$ cat src/rtl/single_port_ram_arbiter.sv
// single_port_ram_arbiter
// Two-requester arbiter/sequencer in front of one single-port RAM
// (en=1 write, en=0 read, read data valid the cycle after the read edge).
// Commands from A and B are serialised onto the RAM port; read data is
// returned to the issuing requester with a one-cycle valid pulse.
//
// Build option:
//   ARB_FIXED_PRIO_EN - when defined, A always wins a tie (fixed priority)
//                       and the round-robin pointer is not built.
//                       Default (undefined): round-robin, A wins first tie.
// Timing is identical in both builds.

module single_port_ram_arbiter #(
    parameter int DATA_W = 8,
    parameter int ADDR_W = 6
) (
    input  logic              clk,
    input  logic              rst,

    input  logic              a_req,
    input  logic              a_we,
    input  logic [ADDR_W-1:0] a_adr,
    input  logic [DATA_W-1:0] a_data,
    output logic              a_gnt,
    output logic              a_rvalid,
    output logic [DATA_W-1:0] a_rdata,

    input  logic              b_req,
    input  logic              b_we,
    input  logic [ADDR_W-1:0] b_adr,
    input  logic [DATA_W-1:0] b_data,
    output logic              b_gnt,
    output logic              b_rvalid,
    output logic [DATA_W-1:0] b_rdata,

    output logic              ram_en,
    output logic [ADDR_W-1:0] ram_adr,
    output logic [DATA_W-1:0] ram_data,
    input  logic [DATA_W-1:0] ram_out,

    output logic              busy
);

    typedef enum logic [1:0] {
        IDLE  = 2'd0,
        ISSUE = 2'd1,
        RESP  = 2'd2
    } state_t;

    state_t state;
    logic   owner_b;   // requester that owns the command in flight
    logic   pick_b;    // arbitration result for the current IDLE sample

`ifdef ARB_FIXED_PRIO_EN
    // Fixed priority: B only wins when A is not requesting.
    assign pick_b = b_req && !a_req;
`else
    logic last_b;      // 1: B was granted last, so A wins the next tie

    // Round robin: on a tie, the requester not granted last wins.
    assign pick_b = b_req && (!a_req || !last_b);
`endif

    // Sequencer: IDLE samples requests, ISSUE drives the RAM for one edge,
    // RESP routes the RAM read data back to the owning requester.
    // NOTE: all state uses non-blocking assignments so every register sees
    // the pre-edge value of every other register, regardless of statement order.
    always_ff @(posedge clk or posedge rst) begin
        if (rst) begin
            state    <= IDLE;
            owner_b  <= 1'b0;
            a_gnt    <= 1'b0;
            b_gnt    <= 1'b0;
            a_rvalid <= 1'b0;
            b_rvalid <= 1'b0;
            a_rdata  <= '0;
            b_rdata  <= '0;
            ram_en   <= 1'b0;
            ram_adr  <= '0;
            ram_data <= '0;
            busy     <= 1'b0;
`ifndef ARB_FIXED_PRIO_EN
            last_b   <= 1'b1;
`endif
        end else begin
            // Pulses default low; only the cases below raise them.
            a_gnt    <= 1'b0;
            b_gnt    <= 1'b0;
            a_rvalid <= 1'b0;
            b_rvalid <= 1'b0;

            case (state)
                IDLE: begin
                    ram_en <= 1'b0;
                    if (a_req || b_req) begin
                        owner_b <= pick_b;
                        if (pick_b) begin
                            ram_en   <= b_we;
                            ram_adr  <= b_adr;
                            ram_data <= b_data;
                            b_gnt    <= 1'b1;
                        end else begin
                            ram_en   <= a_we;
                            ram_adr  <= a_adr;
                            ram_data <= a_data;
                            a_gnt    <= 1'b1;
                        end
`ifndef ARB_FIXED_PRIO_EN
                        last_b <= pick_b;
`endif
                        state <= ISSUE;
                        busy  <= 1'b1;
                    end
                end

                ISSUE: begin
                    // The RAM acts on the edge ending this cycle; a write is
                    // then complete, a read still needs its data cycle.
                    ram_en <= 1'b0;
                    if (ram_en) begin
                        state <= IDLE;
                        busy  <= 1'b0;
                    end else begin
                        state <= RESP;
                    end
                end

                RESP: begin
                    // ram_out now holds the read data; only the owner's
                    // rdata register is touched.
                    if (owner_b) begin
                        b_rdata  <= ram_out;
                        b_rvalid <= 1'b1;
                    end else begin
                        a_rdata  <= ram_out;
                        a_rvalid <= 1'b1;
                    end
                    state <= IDLE;
                    busy  <= 1'b0;
                end

                default: begin
                    ram_en <= 1'b0;
                    state  <= IDLE;
                    busy   <= 1'b0;
                end
            endcase
        end
    end

endmodule

$ cat config.mk
export PLATFORM = sky130hd
export DESIGN_NAME = single_port_ram_arbiter
export DESIGN_NICKNAME = d
export VERILOG_FILES = /design/src/rtl/single_port_ram_arbiter.sv
export SDC_FILE = /design/constraint.sdc
export NUM_CORES = 1
export LEC_CHECK = 0
export CAP_MARGIN = 20
export CORE_MARGIN = 2
export CORE_UTILIZATION = 41
export DETAILED_ROUTE_END_ITERATION = 10
export PLACE_DENSITY = 0.8
export SLEW_MARGIN = 20
export SYNTH_ARGS = -nofsm -noshare
export SYNTH_HDL_FRONTEND = slang
export SYNTH_SLANG_ARGS = --single-unit
$ cat constraint.sdc
create_clock -name clk -period 2.32 [get_ports clk]
set_clock_uncertainty 0.2 [all_clocks]
set_input_delay 0.232 -clock clk [delete_from_list [all_inputs] [get_ports clk]]
set_output_delay 0.232 -clock clk [all_outputs]
set_load 0.05 [all_outputs]
[Yosys cells after proc, flatten, opt, wreduce, memory -nomap -nowiden]
Cells that the tools add are included.
Storage, ports and cells
  input port bits: 42
  logic and storage cells: 49
  bits in registers: 40
  output and inout bits: 36
Cells by class
  bitwise operators: 1
  multiplexer cells: 21
  reduce and logical (&&, ||, !) cells: 10
  equal/unequal tests: 4
Operators by type and width (count)
  $mux W1: 14
  $mux W8: 1
  $reduce_and A2 Y1: 4
  $mux W6: 1
  $mux W2: 2
  $ne A2 B2 Y1 const B: 2
  $pmux W1 S2: 2
  $pmux W2 S2: 1
  $eq A2 B1 Y1 const B: 1
  $eq A2 B2 Y1 const B: 1
  $logic_not A1 Y1: 2
  $logic_not A2 Y1: 1
  $logic_or A1 B1 Y1: 2
  $logic_and A1 B1 Y1: 1
  $not A1 Y1: 1

[Depth between registers and ports, before layout]
Gate-level depths: netlist of the first run.
  depth after elaboration: 6
  gate-level depth with buffers: 5
  gate-level depth less buffers: 3

[Worst setup path before layout of the first run]
No wires, ideal clock.
  path type: register to register
  start: register last_b
  end: register ram_adr[4]
  arrival time: 1.417 ns
  cell stages (with the launch flop): 6
  clock period less this slack: 1.742 ns
  slack: 0.578 ns
  required time: 1.995 ns
  buffers on the path: 2
  library setup time: 0.125 ns
  cells stage by stage: dfstp_2 a21bo_1 buf_6 buf_12 mux2_4 mux2_2
Between the ends
  cells in the longest elaborated chain, start to end: 4
RTL lines
  from (decl): RTL line 58  | logic last_b;
  from (signal assigned): RTL line 109  | last_b <= pick_b;
  $logic_not A1 Y1: RTL line 61  | assign pick_b = b_req && (!a_req || !last_b);
  $logic_or A1 B1 Y1: RTL line 61
  $logic_and A1 B1 Y1: RTL line 61
  $mux W6: RTL line 97  | if (pick_b) begin
  to (signal assigned): RTL line 99  | ram_adr <= b_adr;
  to (signal assigned): RTL line 104  | ram_adr <= a_adr;
  to (decl): RTL line 37  | output logic [ADDR_W-1:0] ram_adr,
Every way passes these cells.
A chain may end at the register's enable or synchronous reset.

[Worst setup path after layout of the first run]
  start: register ram_en
  end: output ram_en
RTL lines
  from (decl): RTL line 36  | output logic ram_en,
  from (signal assigned): RTL line 98  | ram_en <= b_we;
  from (signal assigned): RTL line 103  | ram_en <= a_we;
No word-level cell between the ends.

==> impl_metrics.yaml, run 1 <==
run_status:
  status: "complete, no violations"
layout:
  layout-drive-gt1-share_pct: 29.0
  antennaDiodeCount: 0
  fin_cells: 243
  nFillCells: 303
  register_area_sq_mm: 0.00100
  syn2layout_area_growth_pct: 54.8
  nNetsFinal: 235
  fin_util_pct: 65.6
  multi_input_area_sq_um: 626
critical_path:
  rrSetupSlack_ns: 0.53
  worstPathCellList: "clkdlybuf4s50_1"
  cpMaxStageDelayCell: "clkdlybuf4s50_1"
  reg2reg_depth: 4
  crit_fanout: 4
  crit_path_start_kind: "flop"
  cp.required_ns: 1.89
  path_buf_inv: 1
  cp_top_family: "buffers and inverters"
  cp.depth: 1
  cpPeakStageDelay_ns: 0.82
  crit_path_end_kind: "output port"
  critPathKind: "flop to output port"
  crit_arrival_ns: 1.52
timing:
  setup-tns-final_ns: 0
  hold_viol_final: 0
  fin_crit_sh_pct: 84.1
  slew_violations: 0
  relSlewSlack_pct: 64.6
  tightest_slew_ns: 0.530
  fin_crit_ns: 1.95
  hold_slack_ns: 0.306
  rsz0062_at_grt: "no"
  setup_violations: 0
  max_freq_mhz: 512
clock_tree:
  clock_sinks: 40
  cts_max_level: 2
  cts.path.max_buffers: 2
  clk_latency_ns: 0.29
  cts_buffers: 5
  cts_tree: "yes"
  clkTransAtPathRegs_ns: 0.07
  cts_setup_buffers: 0
  ctsRootBufferMaster: "clkbuf_8"
synth:
  yosys.cell_types.count: 21
  syn_avg_cell_area_sq_um: 15.6
  synth_nets: 150
  ys_ff_latch: 40
  yosys_warnings: 0
  syn-cell-area_sq_mm: 0.00168
  ys_seq_area_share_pct: 59.5
  syn_inst: 108
detailed_routing:
  vias: 1186
  via_per_inst: 4.88
  wl_per_cell_um: 15.2
  drc: 0
  dr.pass1.iters: 4
  drtIter0Drc: 53
  ant_nets: 0
  wirelength_um: 3690
floorplanning:
  core-area_sq_mm: 0.00397
  die_area_sq_mm: 0.00464
  die_width_um: 68.1
  die_h_um: 68.1
  start_util_pct: 42.4
  fp-row-count: 23
  ioPinCount: 78
worst_hold_path:
  hp-class: "flop to flop"
  min_path_cells: 1
placement:
  post-place-cells: 235
  io_buffers: 77
  dp_hpwl_um: 2850
  gp_congestion: 0.719
grt:
  overflow: 0
  grt_pass1_vias: 1162
  antenna_found_initial: 0
  grt_max_degree: 36
  grt_use_total_pct: 17.0
  grt_pass1_wl_um: 5720
power_and_ir_drop:
  peakVddDrop_mv: 0.910
  total_power_w: 0.00409
  p_per_area_mw_per_mm2: 1570
  leakagePower_nw: 1.13
run:
  maxCapViolations: 0
-- layout make-up --
class                   instances  area share (%)
clock buffers                   6            2.78
multi-input cells              60            24.0
clock inverters                 1           0.192
flip-flops and latches         40            38.5
well taps                      50            2.40
inverters                       4           0.576
repair buffers                 82            31.6
-- per-layer routing --
metal	vias up	global-route usage, %	wire length [um]
met2	31	30.0	2110
met4	0	6.00	43
li1	546	-	-
met3	5	4.93	163
met1	604	19.7	1370
met5	-	0	0
-- synthesized netlist by cell type --
master     n  area, sq um
a31oi_1    1         6.26
nand2_1    2         7.51
mux2_4     7          105
buf_2      2         10.0
o21ai_2    1         8.76
a21o_1     1         7.51
dfstp_2    1         26.3
nor2_1     1         3.75
buf_6      1         11.3
nor3_1     1         5.00
mux2_2    37          417
nor3b_1    1         7.51
a21bo_1    1         10.0
mux2i_1    1         10.0
dfrtp_1   39          976
nor2b_1    3         18.8
buf_12     1         20.0
inv_1      4         15.0
o21ai_0    1         5.00
a221oi_1   1         8.76
a21oi_1    1         5.00
-- registers in the layout (all words and copies together), names as in the netlist, 2 cells and up --
register and cells:
b_rdata 8, state 2, ram_adr 6, ram_data 8
a_rdata 8
-- power breakdown --
part	internal [W]	total [W]	switching (W)
logic	0.000955	0.00244	0.00148
clock network	0.000204	0.000425	0.000220
registers	0.00104	0.00123	0.000188
total	0.00220	0.00409	0.00189
-- worst paths after layout --
check	startpoint	to
worst min register to register	ram_adr[3]	ram_adr[3]
worst min-delay path	ram_adr[3]	ram_adr[3]
min in group asynchronous	rst	a_rdata[4]
worst max-delay path	ram_en	ram_en
worst max register to register	last_b	ram_adr[1]
max in group asynchronous	rst	last_b
-- cells by family (layout without fill, tap and decap cells) --
logic type	Yosys count	count (layout)	synth area share (%)
buffers and inverters	8	93	3.34
flip-flops	40	40	59.5
AND/OR/NAND/NOR	8	8	2.53
multiplexers	45	45	31.6
AO/OA/AOI/OAI	7	7	3.05
-- what timing repair did --
action                                 4_1_cts  5_1_grt
hold buffers                                 1        0
endpoints found under the hold margin        5        0
resized for setup                            0        0
-- cell usage in the layout (no fill, tap or decap), drive strengths merged --
cell type      count
a221oi             1
mux2i              1
nor2               1
buf                4
mux2              44
inv                4
nor2b              3
clkinv             1
a21o               1
dlygate4sd3        1
nand2              2
nor3               1
clkdlybuf4s50     77
nor3b              1
a21oi              1
clkbuf             6
a31oi              1
dfstp              1
o21ai              2
dfrtp             39
a21bo              1
-- through the flow --
stage	area (sq um)	worst slack, ns
after floorplan	1680	0.578
after global placement	2520	0.304
after detailed placement	2520	0.262
after CTS	2610	0.369
after global routing	2610	0.306
final	2610	0.369
Note: power is estimated with default switching activity, not from simulation.
==> inputs of run 2 (changes only) <==
==> constraint.sdc (replaced) <==
create_clock -name clk -period 1.91 [get_ports clk]
set_clock_uncertainty 0.2 [all_clocks]
set_input_delay 0.191 -clock clk [delete_from_list [all_inputs] [get_ports clk]]
set_output_delay 0.191 -clock clk [all_outputs]
set_load 0.05 [all_outputs]
==> impl_metrics.yaml, run 2 (synthesized netlist as in run 1, its figures left out) <==
run_status:
  status: "complete, no violations"
floorplanning:
  fp-row-count: 23
  die_h_um: 68.1
  start_util_pct: 42.4
  ioPinCount: 78
  die_area_sq_mm: 0.00464
  core-area_sq_mm: 0.00397
  die_width_um: 68.1
clock_tree:
  ctsRootBufferMaster: "clkbuf_8"
  cts_setup_buffers: 0
  cts_max_level: 2
  cts_tree: "yes"
  clkTransAtPathRegs_ns: 0.07
  clk_latency_ns: 0.29
  cts.path.max_buffers: 2
  cts_buffers: 5
  clock_sinks: 40
grt:
  grt_use_total_pct: 18.8
  grt_pass1_wl_um: 6200
  grt_max_degree: 36
  grt_pass1_vias: 1339
  antenna_found_initial: 0
  overflow: 0
critical_path:
  r2r-end: "ram_adr[0]"
  crit_fanout: 2
  r2r-start: "last_b"
  reg2reg_depth: 4
  worstPathCellList: "clkdlybuf4s50_1"
  cp.depth: 1
  critPathLaunch: "b_rdata[6]"
  path_buf_inv: 1
  cpMaxStageDelayCell: "clkdlybuf4s50_1"
  rrSetupSlack_ns: 0.11
  crit_path_start_kind: "flop"
  cp_top_family: "buffers and inverters"
  critPathKind: "flop to output port"
  crit_path_end: "b_rdata[6]"
  crit_path_end_kind: "output port"
  crit_arrival_ns: 1.48
  cpPeakStageDelay_ns: 0.81
  cp.required_ns: 1.52
power_and_ir_drop:
  peakVddDrop_mv: 0.892
  total_power_w: 0.00519
  leakagePower_nw: 1.16
  p_per_area_mw_per_mm2: 1940
worst_hold_path:
  hp-class: "flop to flop"
detailed_routing:
  vias: 1209
  via_per_inst: 4.91
  drtIter0Drc: 77
  ant_nets: 0
  drc: 0
  wirelength_um: 3980
  dr.pass1.iters: 4
  wl_per_cell_um: 16.2
placement:
  dp_hpwl_um: 3070
  postPlaceCellArea_sq_mm: 0.00256
  gp_congestion: 0.746
  io_buffers: 77
layout:
  nFillCells: 284
  antennaDiodeCount: 0
  top_regs: "a_rdata: 8 flops, b_rdata: 8 flops, ram_data: 8 flops"
  nNetsFinal: 237
  fin_util_pct: 67.3
  final_cell_mix: "76 x clkdlybuf4s50_1, 39 x dfrtp_1, 37 x mux2_2"
  final_area_sq_mm: 0.00267
  syn2layout_area_growth_pct: 58.8
  final_common_cell: "clkdlybuf4s50_1"
  layout-drive-gt1-share_pct: 30.6
timing:
  slew_violations: 0
  rsz0062_at_grt: "no"
  max_freq_mhz: 535
  fin_crit_sh_pct: 97.9
  relSlewSlack_pct: 65.1
  setup_violations: 0
  hold_viol_final: 0
  fin_crit_ns: 1.87
  tightest_slew_ns: 0.522
  hold_slack_ns: 0.306
run:
  maxCapViolations: 0
==> run 2: area by class of cell <==
| cell class | instances | area, sq um | area share (%) |
|---|---|---|---|
| Multi-Input combinational cell | 60 | 626 | 23.4 |
| Sequential cell | 40 | 1000 | 37.5 |
| Clock inverter | 2 | 35.0 | 1.31 |
| Timing Repair Buffer | 84 | 861 | 32.2 |
| Clock buffer | 6 | 72.6 | 2.71 |
| Tap cell | 50 | 62.6 | 2.34 |
| Inverter | 4 | 15.0 | 0.562 |
==> run 2: repair_timing <==
| action | 4_1_cts | 5_1_grt |
|---|---|---|
| hold buffers | 1 | 0 |
| hold endpoints to repair | 5 | 0 |
| resized for setup | 0 | 0 |
==> run 2: metal layers <==
metal | vias to the layer above | share of wire (%) | routed length [um] | global-route usage [%]
li1 | 547 | - | - | -
met1 | 618 | 35 | 1410 | 20.2
met2 | 32 | 58 | 2300 | 33.7
met3 | 12 | 3.8 | 150 | 3.62
met4 | 0 | 3.0 | 118 | 11.3
met5 | - | 0 | 0 | 0
==> run 2: report_power, final <==
part           switching, W  total [W]  leakage, nW  internal, W
Combinational       0.00182    0.00301        0.629      0.00119
Clock              0.000293   0.000681       0.0552     0.000388
Sequential         0.000231    0.00150        0.478      0.00127
==> run 2: worst min-delay path by stage <==
| stage | from | to | slack [ns] | depth (start not counted) |
|---|---|---|---|---|
| detailed placement | rst | b_rdata[2] | 0.25 | 2 |
| finish | b_rdata[2] | b_rdata[2] | 0.31 | 1 |
| global route | ram_en | state[1] | 0.33 | 1 |
| floorplan | a_req | last_b | 0.06 | 1 |
| global placement | rst | a_rvalid | 0.23 | 2 |
| CTS | ram_en | state[1] | 0.31 | 1 |
==> run 2: worst register-to-register path, stage by stage (launching register included) <==
cell,delay (ns)
dfstp_2,0.55
a21bo_1,0.15
buf_12,0.17
mux2_2,0.35
mux2_2,0.26
==> run 2: metrics by stage <==
| step | std cells | setup TNS, ns | setup slack [ns] |
|---|---|---|---|
| 2_1_floorplan | 108 | 0 | 0.168 |
| 3_3_place_gp | 237 | -0.792 | -0.0640 |
| 3_5_place_dp | 237 | -1.36 | -0.108 |
| 4_1_cts | 246 | 0 | 0.0189 |
| 5_1_grt | 246 | 0 | 0.000331 |
| 6_report | 246 | 0 | 0.0394 |
